==> src/rtl/approx_error_monitor.sv <==
// approx_error_monitor
//   Measures the accuracy of an 8-bit approximate adder over a window of
//   WINDOW samples. Each accepted sample is compared against the exact
//   9-bit sum A + B + cin. The error distance is |exact - approx|. The block
//   accumulates the error count, the error-distance sum, the maximum error
//   distance and the number of samples. It then presents the statistics
//   through a valid/ready handshake.
//
// Ports
//   clk           : clock, all state changes on the rising edge
//   rst_n         : synchronous active-low reset
//   start         : one-cycle pulse that opens a window (honoured in IDLE only)
//   in_valid      : sample on A/B/cin/approx_* is valid
//   in_ready      : block accepts a sample this cycle (ACCUM only)
//   A, B, cin     : operands of the adder under test
//   approx_sum    : 8-bit sum from the adder under test
//   approx_cout   : carry-out from the adder under test
//   result_valid  : window statistics are valid (REPORT)
//   result_ready  : consumer takes the statistics
//   err_count     : samples in the window with nonzero error distance
//   err_sum       : sum of error distances over the window
//   err_max       : largest error distance in the window
//   sample_cnt    : samples accepted in the current window
module approx_error_monitor #(
  parameter int WINDOW = 256,
  parameter int SUM_W  = 25
) (
  input  logic             clk,
  input  logic             rst_n,
  input  logic             start,
  input  logic             in_valid,
  output logic             in_ready,
  input  logic [7:0]       A,
  input  logic [7:0]       B,
  input  logic             cin,
  input  logic [7:0]       approx_sum,
  input  logic             approx_cout,
  output logic             result_valid,
  input  logic             result_ready,
  output logic [15:0]      err_count,
  output logic [SUM_W-1:0] err_sum,
  output logic [8:0]       err_max,
  output logic [15:0]      sample_cnt
);

  typedef enum logic [1:0] {
    IDLE   = 2'd0,
    ACCUM  = 2'd1,
    REPORT = 2'd2
  } state_t;

  state_t state_q;
  state_t state_d;

  // Absolute difference of two unsigned 9-bit values. The 10-bit signed
  // intermediate covers the full range -511..511, so the result never
  // exceeds 511 and fits back into 9 bits.
  function automatic logic [8:0] abs_dist(input logic [8:0] exact,
                                          input logic [8:0] approx);
    logic signed [9:0] diff;
    diff = $signed({1'b0, exact}) - $signed({1'b0, approx});
    return (diff < 0) ? 9'(-diff) : 9'(diff);
  endfunction

  // ---- stage p0: error distance of the presented sample ----
  logic [8:0] exact_p0;
  logic [8:0] approx_p0;
  logic [8:0] ed_p0;
  logic       vld_p0;
  logic       last_p0;

  assign exact_p0  = {1'b0, A} + {1'b0, B} + {8'd0, cin};
  assign approx_p0 = {approx_cout, approx_sum};
  assign ed_p0     = abs_dist(exact_p0, approx_p0);
  assign vld_p0    = in_valid & in_ready;
  // sample_cnt still holds the pre-accept count, so the final sample of
  // the window arrives when it equals WINDOW-1.
  assign last_p0   = vld_p0 && (sample_cnt == 16'(WINDOW - 1));

  assign in_ready     = (state_q == ACCUM);
  assign result_valid = (state_q == REPORT);

  always_comb begin
    state_d = state_q;
    case (state_q)
      IDLE:    if (start)        state_d = ACCUM;
      ACCUM:   if (last_p0)      state_d = REPORT;
      REPORT:  if (result_ready) state_d = IDLE;
      default:                   state_d = IDLE;
    endcase
  end

  always_ff @(posedge clk) begin
    if (!rst_n) begin
      state_q <= IDLE;
    end else begin
      state_q <= state_d;
    end
  end

  // ---- stage p1: window statistics ----
  // Statistics are cleared only when a window opens. They therefore stay
  // readable in IDLE after the handshake until the next start.
  always_ff @(posedge clk) begin
    if (!rst_n) begin
      err_count  <= '0;
      err_sum    <= '0;
      err_max    <= '0;
      sample_cnt <= '0;
    end else if (state_q == IDLE && start) begin
      err_count  <= '0;
      err_sum    <= '0;
      err_max    <= '0;
      sample_cnt <= '0;
    end else if (vld_p0) begin
      sample_cnt <= sample_cnt + 16'd1;
      err_sum    <= err_sum + SUM_W'(ed_p0);
      err_count  <= err_count + 16'(ed_p0 != 9'd0);
      if (ed_p0 > err_max) begin
        err_max <= ed_p0;
      end
    end
  end

endmodule

==> config.mk <==
export PLATFORM = sky130hd
export DESIGN_NAME = approx_error_monitor
export DESIGN_NICKNAME = d
export VERILOG_FILES = /design/src/rtl/approx_error_monitor.sv
export SDC_FILE = /design/constraint.sdc
export NUM_CORES = 1
export LEC_CHECK = 0
export CORE_MARGIN = 5
export CORE_UTILIZATION = 40
export DETAILED_ROUTE_END_ITERATION = 10
export PLACE_DENSITY = 0.73
export SLEW_MARGIN = 20
export SYNTH_ARGS = -nofsm -noshare
export SYNTH_HDL_FRONTEND = slang
export SYNTH_SLANG_ARGS = --single-unit
==> constraint.sdc <==
create_clock -name clk -period 5.45 [get_ports clk]
set_input_delay 0.545 -clock clk [delete_from_list [all_inputs] [get_ports clk]]
set_output_delay 0.545 -clock clk [all_outputs]
set_load 0.01 [all_outputs]
==> impl_metrics.csv, run 1 <==
group,metric,value,unit
clock_network,cts.sinks,68,
layout,layout-drive-gt1-share,8.79,%
synth,synth_fa_ha_area_share,12.9,%
power,pwr-share-comb,38.6,%
synth,ys_seq_area_share,30.1,%
layout,num_antenna_cells,0,
clock_network,postCtsHoldBufs,0,
floorplanning,start_util,41.3,%
place,gp_congestion,0.872,
place,io_buffers,98,
clock_network,clockRootBuffer,"clkbuf_16",
global_routing,grt_use_total,16.9,%
global_routing,grt_max_degree,60,
power,switchingPower,652,µW
synth,synth.cell_area,4520,µm²
synth,synth-xor-area-share,9.42,%
synth,muxShareOfSynthArea,0.665,%
floorplanning,io_pins,99,
global_routing,first_global_vias,4074,
floorplanning,die_width,116,µm
timing,worst_pin_slew,0.627,ns
synth,synth-compound-area-share,18.2,%
critical_path,slowest_delay,0.53,ns
timing,slew_viol_final,0,
timing,finalHoldViolations,0,
critical_path,cp_top_family,"compound AO/OA/AOI/OAI gates",
route,drtIter0Drc,274,
synth,synth_nets,621,
synth,yosysTopAreaCellShare,30.1,%
power,intPower,1370,µW
route,wirelength,11.3,mm
layout,area_growth,36.5,%
synth,netlist_instances,551,
timing,slew_headroom,58.2,%
clock_network,clock_latency,0.33,ns
synth,yosysWarnings,0,
floorplanning,die_area,13500,µm²
critical_path,crit_type,"in -> reg",
critical_path,start_kind,"primary input",
power,swShare,32.2,%
synth,netlist_top_cells_area,"dfxtp_1 (30%), ha_1 (8.0%), xor2_1 (4.7%), inv_1 (4.6%), fa_1 (4.4%)",
route,post_drt_wl_per_cell,13.9,µm
layout,final_cells,811,
hold_path,hold_path.class,"reg -> reg",
synth,syn_area_per_cell,8.20,µm²
timing,finalSetupViolCount,0,
synth,synthFlopType,"dfxtp_1",
synth,ys_async_sr_fraction,0,%
critical_path,cp.arrival,5.34,ns
layout,regArea,1360,µm²
route,dr.pass1.iters,4,
clock_network,htree_levels,3,
route,ant_nets,0,
critical_path,critPathSlowestCell,"fa_1",
clock_network,cts_resized,0,
power,peakVddDrop,0.175,mV
clock_network,path_clk_slew,0.06,ns
layout,nFillCells,1011,
floorplanning,core,10900,µm²
timing,fmax,197,MHz
critical_path,critPathMaxFanout,8,
route,viasPerCell,5.28,
clock_network,cts_tree,"done",
timing,rsz0062_at_grt,"false",
route,vias,4281,
timing,fin_worst_skew,0.00935,ns
clock_network,post_cts_buffers,0,
floorplanning,rows,38,
global_routing,antenna_found_initial,0,
place,post-place-ws,0.00552,ns
power,p_leak,0.00244,µW
power,p_per_area,328,nW/µm²
synth,synth-edff-count,0,
critical_path,crit_buf_inv,4,
layout,multi_input_area,2890,µm²
synth,synth_top_family_by_area,"simple AND/OR/NAND/NOR gates",
synth,yosys.area_share.simple,22.5,%
synth,synth-seq-cells,68,
critical_path,cp-end-kind,"register",
flow_run,maxCapViolCount,0,
timing,fin_crit,5.08,ns
place,dp_cells,795,
run_status,status,"finished clean",
synth,synth.distinct_cells,59,
clock_network,cts_buffers,9,
place,dp_hpwl,8.65,mm
power,p_seq_share,25.7,%
timing,final.setup.tns,0,ns
global_routing,grt_pass1_wl,18.8,mm
route,remaining_drc_errors,0,
synth,yosysTopAreaCell,"dfxtp_1",
clock_network,max-clock-path-buffers,2,
critical_path,crit_chain,"clkdlybuf4s50_1 -> inv_1 -> fa_1 -> inv_1 -> fa_1 -> a211o_1 -> a211o_1 -> a221oi_2 -> nand4bb_1 -> a211o_1 -> and2_1 -> inv_1 -> ha_1 -> and2_1 -> o221ai_1 -> a31oi_4 -> nor2_2 -> or3_1 -> a21oi_1",
timing,worst_hold_slack,0.475,ns
floorplanning,die_h,116,µm
global_routing,overflow,0,
timing,finalWorstSetupSlack,0.368,ns
layout,finish.net_count,736,
timing,layout_worst_path_cycle_share,93.2,%
power,power_frac_clock,35.7,%
critical_path,required,5.71,ns
-- placed cells by master (no fill, tap or decap), drive strengths merged, types with 10 or more instances in the layout --
| master | n |
|---|---|
| inv | 56 |
| clkdlybuf4s50 | 98 |
| o21ai | 24 |
| and2 | 10 |
| dfxtp | 68 |
| a211oi | 12 |
| or3 | 11 |
| ha | 29 |
| buf | 24 |
| nand2 | 48 |
| nor2 | 52 |
| xnor2 | 22 |
| fa | 10 |
| nand3 | 17 |
| a21oi | 33 |
| clkbuf | 10 |
| xor2 | 24 |
| nor3 | 11 |
-- through the flow --
stage	power [µW]	utilization, %	cell area, µm²
after floorplan	1040	-	4520
after global placement	1280	52.9	5780
after detailed placement	1300	52.9	5780
after CTS	2030	56.3	6150
after global routing	2150	56.4	6170
final	2020	56.4	6170
-- state kept, by name, summed over array words and instances (netlist names) --
register    cells
err_sum        25
state_q         2
sample_cnt     16
err_count      16
err_max         9
-- cells in the mapped netlist, types with 2 or more instances --
| cell type | count |
|---|---|
| nor2_1 | 51 |
| dfxtp_1 | 68 |
| or3_1 | 10 |
| nand2_1 | 48 |
| nand4_1 | 9 |
| nand3_1 | 17 |
| clkbuf_1 | 15 |
| nor4_1 | 4 |
| a21o_1 | 6 |
| a211o_1 | 3 |
| o211a_1 | 2 |
| and2_1 | 9 |
| or2_2 | 3 |
| o211ai_1 | 3 |
| o41ai_1 | 6 |
| or4_1 | 3 |
| nand2b_1 | 7 |
| and4_1 | 3 |
| o31ai_1 | 2 |
| a21boi_0 | 2 |
| o21a_1 | 5 |
| fa_1 | 10 |
| inv_1 | 55 |
| maj3_1 | 2 |
| o221ai_1 | 2 |
| nor3_1 | 11 |
| o21ai_0 | 24 |
| nand4bb_1 | 2 |
| mux2i_1 | 3 |
| a211oi_1 | 12 |
| xnor2_1 | 22 |
| nor2b_1 | 6 |
| xor2_1 | 24 |
| ha_1 | 29 |
| and3_1 | 9 |
| a31o_2 | 2 |
| o311ai_0 | 5 |
| and3b_1 | 4 |
| a21oi_1 | 33 |
-- kinds of logic after synthesis --
logic type,after synthesis
AO/OA/AOI/OAI,118
XOR/XNOR,47
adder cells (fa/ha/maj),41
buffers and inverters,73
flip-flops,68
multiplexers,3
AND/OR/NAND/NOR,201
-- final timing paths --
check             start     endpoint  slack, ns  cells past startpoint
max                A[1]  err_sum[24]       0.37                     19
min          err_sum[8]   err_sum[8]       0.48                      2
max reg2reg  err_sum[0]  err_sum[24]       2.73                     12
min reg2reg  err_sum[8]   err_sum[8]       0.48                      2
-- power groups by stage --
stage | clock network [µW] | logic [µW] | registers (µW)
global placement | 0 | 749 | 530
detailed placement | 0 | 767 | 531
finish | 722 | 782 | 520
floorplan | 0 | 511 | 533
global route | 759 | 871 | 521
CTS | 737 | 777 | 520
-- layer usage --
layer | GRT usage (%) | vias to the layer above | routed length (µm) | part of all wire (%)
met5 | 0 | - | 0 | 0
met1 | 21.7 | 1998 | 5110 | 45
met2 | 28.3 | 113 | 5280 | 47
met3 | 3.47 | 17 | 694 | 6.2
met4 | 5.96 | 0 | 203 | 1.8
li1 | - | 2153 | - | -
-- layout make-up --
type                       count  area share (%)
multi-input combinational    410            46.9
timing repair buffer         122            18.8
inverter                      55            3.35
clock inverter                 6            2.17
clock buffer                  10            3.88
sequential                    68            22.1
tap                          140            2.84
-- worst min-delay path: stages (launching register included) --
cell     delay [ns]
dfxtp_1        0.32
nand2_1        0.06
a21oi_1        0.05
(Power assumes the default switching activity.)
==> run 2: changes to the inputs <==
Settings changed: CORE_UTILIZATION 40 to 30, PLACE_DENSITY 0.73 to 0.59, SETUP_SLACK_MARGIN from default to 0.5.
==> run 2 against run 1 <==
Effect of this change: combinational power increased by 26%; non-clock buffer count increased by 12; count of clock-buffer cells in the layout increased by 2; clock power decreased by 25%; clock skew decreased by 0.00058 ns; flip-flop and latch count unchanged; largest power group unchanged.
==> impl_metrics.csv, run 2 (same netlist as run 1, synthesis figures left out) <==
group,metric,value,unit
global_routing,first_global_vias,4382,
critical_path,reg2reg_to,"err_sum[24]",
layout,area_growth,46.8,%
hold_path,holdPathStages,2,
clock_network,path_clk_slew,0.05,ns
timing,finalWorstSetupSlack,0.633,ns
route,ant_nets,0,
critical_path,crit_type,"in -> reg",
power,p_per_area,309,nW/µm²
timing,finalSetupViolCount,0,
critical_path,cp.arrival,5.02,ns
run_status,status,"finished clean",
timing,finalHoldViolations,0,
global_routing,antenna_found_initial,0,
route,post_drt_wl_per_cell,14.4,µm
layout,num_antenna_cells,0,
timing,worst_pin_slew,0.618,ns
clock_network,clockRootBuffer,"clkbuf_16",
hold_path,hp-start,"err_sum[3]",
critical_path,start_kind,"primary input",
critical_path,r2r_slack,2.70,ns
layout,final_cells,867,
layout,final_cell_mix,"clkdlybuf4s50_1 (97), dfxtp_1 (68), inv_1 (51)",
power,swShare,36.3,%
power,pwr-share-comb,48.1,%
power,p_seq_share,25.5,%
timing,fin_worst_skew,0.00876,ns
route,remaining_drc_errors,0,
place,post-place-ws,-0.0210,ns
floorplanning,die_area,17600,µm²
route,wirelength,12.5,mm
critical_path,reg2reg_depth,10,
place,gp_congestion,0.839,
hold_path,whs_endpoint,"err_sum[3]",
power,power,2050,µW
route,viasPerCell,5.08,
layout,largest_reg_flops,25,
global_routing,grt_use_total,13.5,%
timing,fin_crit,4.82,ns
layout,top_register,"err_sum",
clock_network,cts.sinks,68,
hold_path,hold_path.class,"reg -> reg",
route,drtIter0Drc,199,
timing,rsz0062_at_grt,"false",
floorplanning,start_util,30.9,%
layout,utilization,45.3,%
timing,final.setup.tns,0,ns
power,peakVddDrop,0.136,mV
power,power_frac_clock,26.4,%
clock_network,htree_levels,3,
floorplanning,rows,44,
route,vias,4404,
power,intPower,1300,µW
floorplanning,io_pins,99,
clock_network,cts_buffers,9,
timing,slew_viol_final,0,
timing,fmax,208,MHz
clock_network,cts_tree,"done",
place,dp_hpwl,9.08,mm
floorplanning,core,14600,µm²
route,dr.pass1.iters,5,
timing,slew_headroom,58.8,%
global_routing,overflow,0,
global_routing,grt_pass1_wl,20.2,mm
layout,layout_commonest_cell,"clkdlybuf4s50_1",
critical_path,required,5.65,ns
power,switchingPower,745,µW
floorplanning,die_h,133,µm
critical_path,cp-end-kind,"register",
clock_network,max-clock-path-buffers,2,
place,dp_cells,839,
critical_path,critPathMaxFanout,6,
global_routing,grt_max_degree,43,
layout,largestRegisters,"err_sum (25), err_count (16), sample_cnt (16)",
floorplanning,die_width,133,µm
layout,layout-drive-gt1-share,18.9,%
timing,layout_worst_path_cycle_share,88.4,%
critical_path,rr_startpoint,"state_q[1]",
flow_run,maxCapViolCount,0,
place,io_buffers,98,
layout,finish.net_count,748,
clock_network,clock_latency,0.33,ns
power,p_leak,0.00254,µW
run 2: changes by cell type in the layout (fill, tap and decap cells not counted), moves of 5 or more:
cell | previous run | this run
o311ai_0 | 5 | 0
ha_1 | 29 | 19
buf_4 | 24 | 34
ha_4 | 0 | 9
o21ai_0 | 23 | 18
run 2: timing repair:
item                                    in CTS  in global routing
resized for setup                           15                 80
endpoints found under the setup margin      13                 39
hold buffers                                 0                  0
pin swaps                                    4                 28
setup buffers                                2                 10
run 2: worst max-delay path by stage:
stage	startpoint	endpoint	slack, ns
floorplan	A[1]	err_count[10]	0.56
global placement	A[1]	err_count[12]	0.05
detailed placement	A[1]	err_count[12]	-0.02
CTS	A[1]	err_count[12]	0.49
global route	B[1]	err_count[10]	0.45
finish	A[2]	err_count[12]	0.63
run 2: cell type report:
type,count,area [µm²]
Clock buffer,12,256
Clock inverter,4,23.8
Fill cell,1371,8010
Inverter,55,206
Multi-Input combinational cell,410,3290
Sequential cell,68,1360
Tap cell,184,230
Timing Repair Buffer,134,1260
run 2: per-layer routing:
metal | wire (µm) | up-vias | GRT usage (%) | part of all wire [%]
li1 | - | 2188 | - | -
met1 | 5670 | 2092 | 16.6 | 46
met2 | 6060 | 110 | 23.1 | 49
met5 | 0 | - | 0 | 0
met4 | 177 | 0 | 4.33 | 1.4
met3 | 551 | 14 | 3.45 | 4.4
run 2: worst max-delay path: stages:
cell and delay [ns]:
clkdlybuf4s50_1 0.45, inv_1 0.05, fa_1 0.53, inv_1 0.06, ha_4 0.26, and3b_2 0.23, or3_4 0.38, a221o_1 0.37
o2111a_2 0.15, or2_1 0.22, or4_1 0.48, or4_4 0.46, ha_4 0.19, ha_2 0.17, and3_4 0.19, nand3_2 0.08
xor2_1 0.15, nor2_1 0.05
run 2: metrics by stage:
step                hold WS, ns  cell area, µm²
CTS                       0.483            6190
global placement          0.461            5840
global route              0.515            6630
finish                    0.486            6630
detailed placement        0.474            5840
floorplan                 0.492            4520
run 2: power by group through the flow:
stage | sequential [µW] | combinational [µW] | clock, µW
5_1_grt | 523 | 1070 | 575
6_report | 522 | 985 | 542
2_1_floorplan | 533 | 511 | 0
4_1_cts | 520 | 795 | 556
3_3_place_gp | 530 | 751 | 0
3_5_place_dp | 531 | 766 | 0
==> run 3: changes to the inputs <==
Settings changed: CELL_PAD_IN_SITES_DETAIL_PLACEMENT from default to 1, CELL_PAD_IN_SITES_GLOBAL_PLACEMENT from default to 1, PLACE_DENSITY 0.59 to 0.74, SLEW_MARGIN 20 to 25.
==> run 3 against run 2 <==
Effect of this change: sequential share of layout area down 0.26 points; critical endpoint is now err_max[4]; first-iteration DRC count is 16% lower; clock power grew 24%; clock skew hardly changed; flip-flop and latch count unchanged; total power is 7.7% higher; critical path depth is 2 higher; final cell count rose by 0.81%; combinational power about the same; utilization rose by 0.57 points; highest routed layer unchanged.
==> impl_metrics.csv, run 3 (same netlist as run 1, synthesis figures left out) <==
group,metric,value,unit
global_routing,use_met1,17.4,%
layout,num_antenna_cells,0,
global_routing,grt_max_degree,60,
power,peakVddDrop,0.155,mV
place,dp_hpwl,10.3,mm
layout,largest_reg_flops,25,
timing,fmax,206,MHz
global_routing,grt_pass1_wl,22.9,mm
timing,fin_worst_skew,0.00828,ns
hold_path,holdPathStages,2,
route,ant_nets,0,
hold_path,hp-start,"err_sum[0]",
critical_path,rr_startpoint,"state_q[1]",
critical_path,slowest_delay,0.53,ns
route,viasPerCell,5.16,
timing,finalWorstSetupSlack,0.599,ns
timing,worst_hold_slack,0.480,ns
critical_path,reg2reg_depth,10,
power,p_leak,0.00262,µW
critical_path,r2r_slack,2.64,ns
layout,final_cells,874,
clock_network,clockRootBuffer,"clkbuf_16",
critical_path,required,5.67,ns
global_routing,antenna_found_initial,0,
power,swShare,35.3,%
route,wirelength,14.5,mm
critical_path,reg2reg_to,"err_sum[24]",
route,post_drt_wl_per_cell,16.6,µm
route,dr.pass1.iters,4,
floorplanning,start_util,30.9,%
place,dp_cells,846,
layout,largestRegisters,"err_sum (25), err_count (16), sample_cnt (16)",
layout,finish.net_count,755,
timing,layout_worst_path_cycle_share,89.0,%
global_routing,grt_use_total,15.6,%
route,remaining_drc_errors,0,
floorplanning,die_area,17600,µm²
timing,slew_headroom,54.7,%
timing,slew_viol_final,0,
critical_path,crit_type,"in -> reg",
critical_path,cp.arrival,5.07,ns
floorplanning,die_h,133,µm
floorplanning,rows,44,
layout,final_cell_mix,"clkdlybuf4s50_1 (93), dfxtp_1 (68), inv_1 (48)",
power,power_frac_clock,30.5,%
power,switchingPower,779,µW
clock_network,cts_tree,"done",
timing,fin_crit,4.85,ns
place,io_buffers,98,
clock_network,postCtsHoldBufs,0,
clock_network,clock_latency,0.33,ns
global_routing,busiest_layer,"met2",
clock_network,max-clock-path-buffers,2,
clock_network,cts_buffers,9,
global_routing,overflow,0,
critical_path,critPathSlowestCell,"fa_1",
place,gp_congestion,0.865,
timing,finalHoldViolations,0,
global_routing,grt.met3_usage,4.10,%
power,intPower,1430,µW
route,drtIter0Drc,168,
floorplanning,io_pins,99,
layout,layout_commonest_cell,"clkdlybuf4s50_1",
layout,top_register,"err_sum",
layout,area_growth,48.6,%
critical_path,critPathMaxFanout,7,
layout,utilization,45.9,%
global_routing,first_global_vias,4817,
power,p_seq_share,23.6,%
timing,worst_pin_slew,0.678,ns
flow_run,maxCapViolCount,0,
floorplanning,die_width,133,µm
power,p_per_area,329,nW/µm²
route,vias,4508,
critical_path,cp-end-kind,"register",
critical_path,start_kind,"primary input",
floorplanning,core,14600,µm²
place,post-place-ws,-0.0723,ns
layout,layout-drive-gt1-share,19.3,%
clock_network,cts.sinks,68,
hold_path,whs_endpoint,"err_sum[0]",
global_routing,grt_util_met2,29.0,%
power,power,2210,µW
timing,rsz0062_at_grt,"false",
clock_network,path_clk_slew,0.06,ns
hold_path,hold_path.class,"reg -> reg",
timing,finalSetupViolCount,0,
clock_network,htree_levels,3,
power,pwr-share-comb,45.9,%
critical_path,crit_chain,"clkdlybuf4s50_1 -> inv_1 -> fa_1 -> inv_1 -> ha_4 -> nand3_1 -> and2_4 -> buf_4 -> a21oi_1 -> o21a_1 -> nor2_1 -> o41ai_2 -> xnor2_1 -> buf_4 -> ha_1 -> nand4_1 -> nor2_1 -> a31oi_2 -> nand2_2 -> a211oi_1",
run_status,status,"finished clean",
[run 3: changes by cell type in the layout (fill, tap and decap cells not counted), sizes merged]
cell / previous run / this run
clkdlybuf4s50: 97 / 93
clkinv: 4 / 3
dlymetal6s2s: 1 / 5
clkbuf: 12 / 10
bufinv: 0 / 3
buf: 36 / 43
[run 3: power by group through the flow]
stage	logic (µW)	clock network [µW]	registers (µW)
6_report	1010	673	521
5_1_grt	1100	714	523
3_5_place_dp	808	0	531
3_3_place_gp	774	0	530
4_1_cts	863	688	521
2_1_floorplan	511	0	533
[run 3: layout make-up]
cell class              count  area [µm²]
clock buffers              10         229
clock inverters             6         113
fillers                  1699        7930
inverters                  55         206
multi-input cells         410        3250
flip-flops and latches     68        1360
well taps                 184         230
repair buffers            141        1320
[run 3: critical path: cells and delay by family]
family                     cells  cell delay, ns
AOI/OAI and AO/OA              5            1.50
buffers and inverters          5            0.91
adders and majority gates      3            1.09
xor gates and xnor gates       1            0.22
and+or+nand+nor                6            0.80
[run 3: stage by stage]
stage | cell area [µm²] | TNS [ns]
floorplan | 4520 | 0
global placement | 5890 | 0
detailed placement | 5890 | -0.393
CTS | 6380 | 0
global route | 6720 | 0
finish | 6720 | 0
[run 3: how the worst max path moves through the flow]
stage	start	slack, ns	cells after the start	endpoint
after floorplan	A[1]	0.56	19	err_count[10]
after global placement	A[1]	0.008	18	err_count[12]
after detailed placement	A[1]	-0.07	23	err_sum[19]
after CTS	A[1]	0.48	19	err_sum[17]
after global routing	A[3]	0.39	20	err_max[4]
final	A[3]	0.60	20	err_max[4]
[run 3: what timing repair did]
| item | 4_1_cts | 5_1_grt |
|---|---|---|
| gates resized for setup | 23 | 66 |
| pin swaps | 7 | 38 |
| setup endpoints to repair | 19 | 35 |
| cloned | 0 | 0 |
| buffers inserted | 4 | 8 |
[run 3: layer usage]
metal	up-vias	wire [µm]
met5	-	0
met1	2206	6060
met2	91	7530
li1	2190	-
met3	21	633
met4	0	270
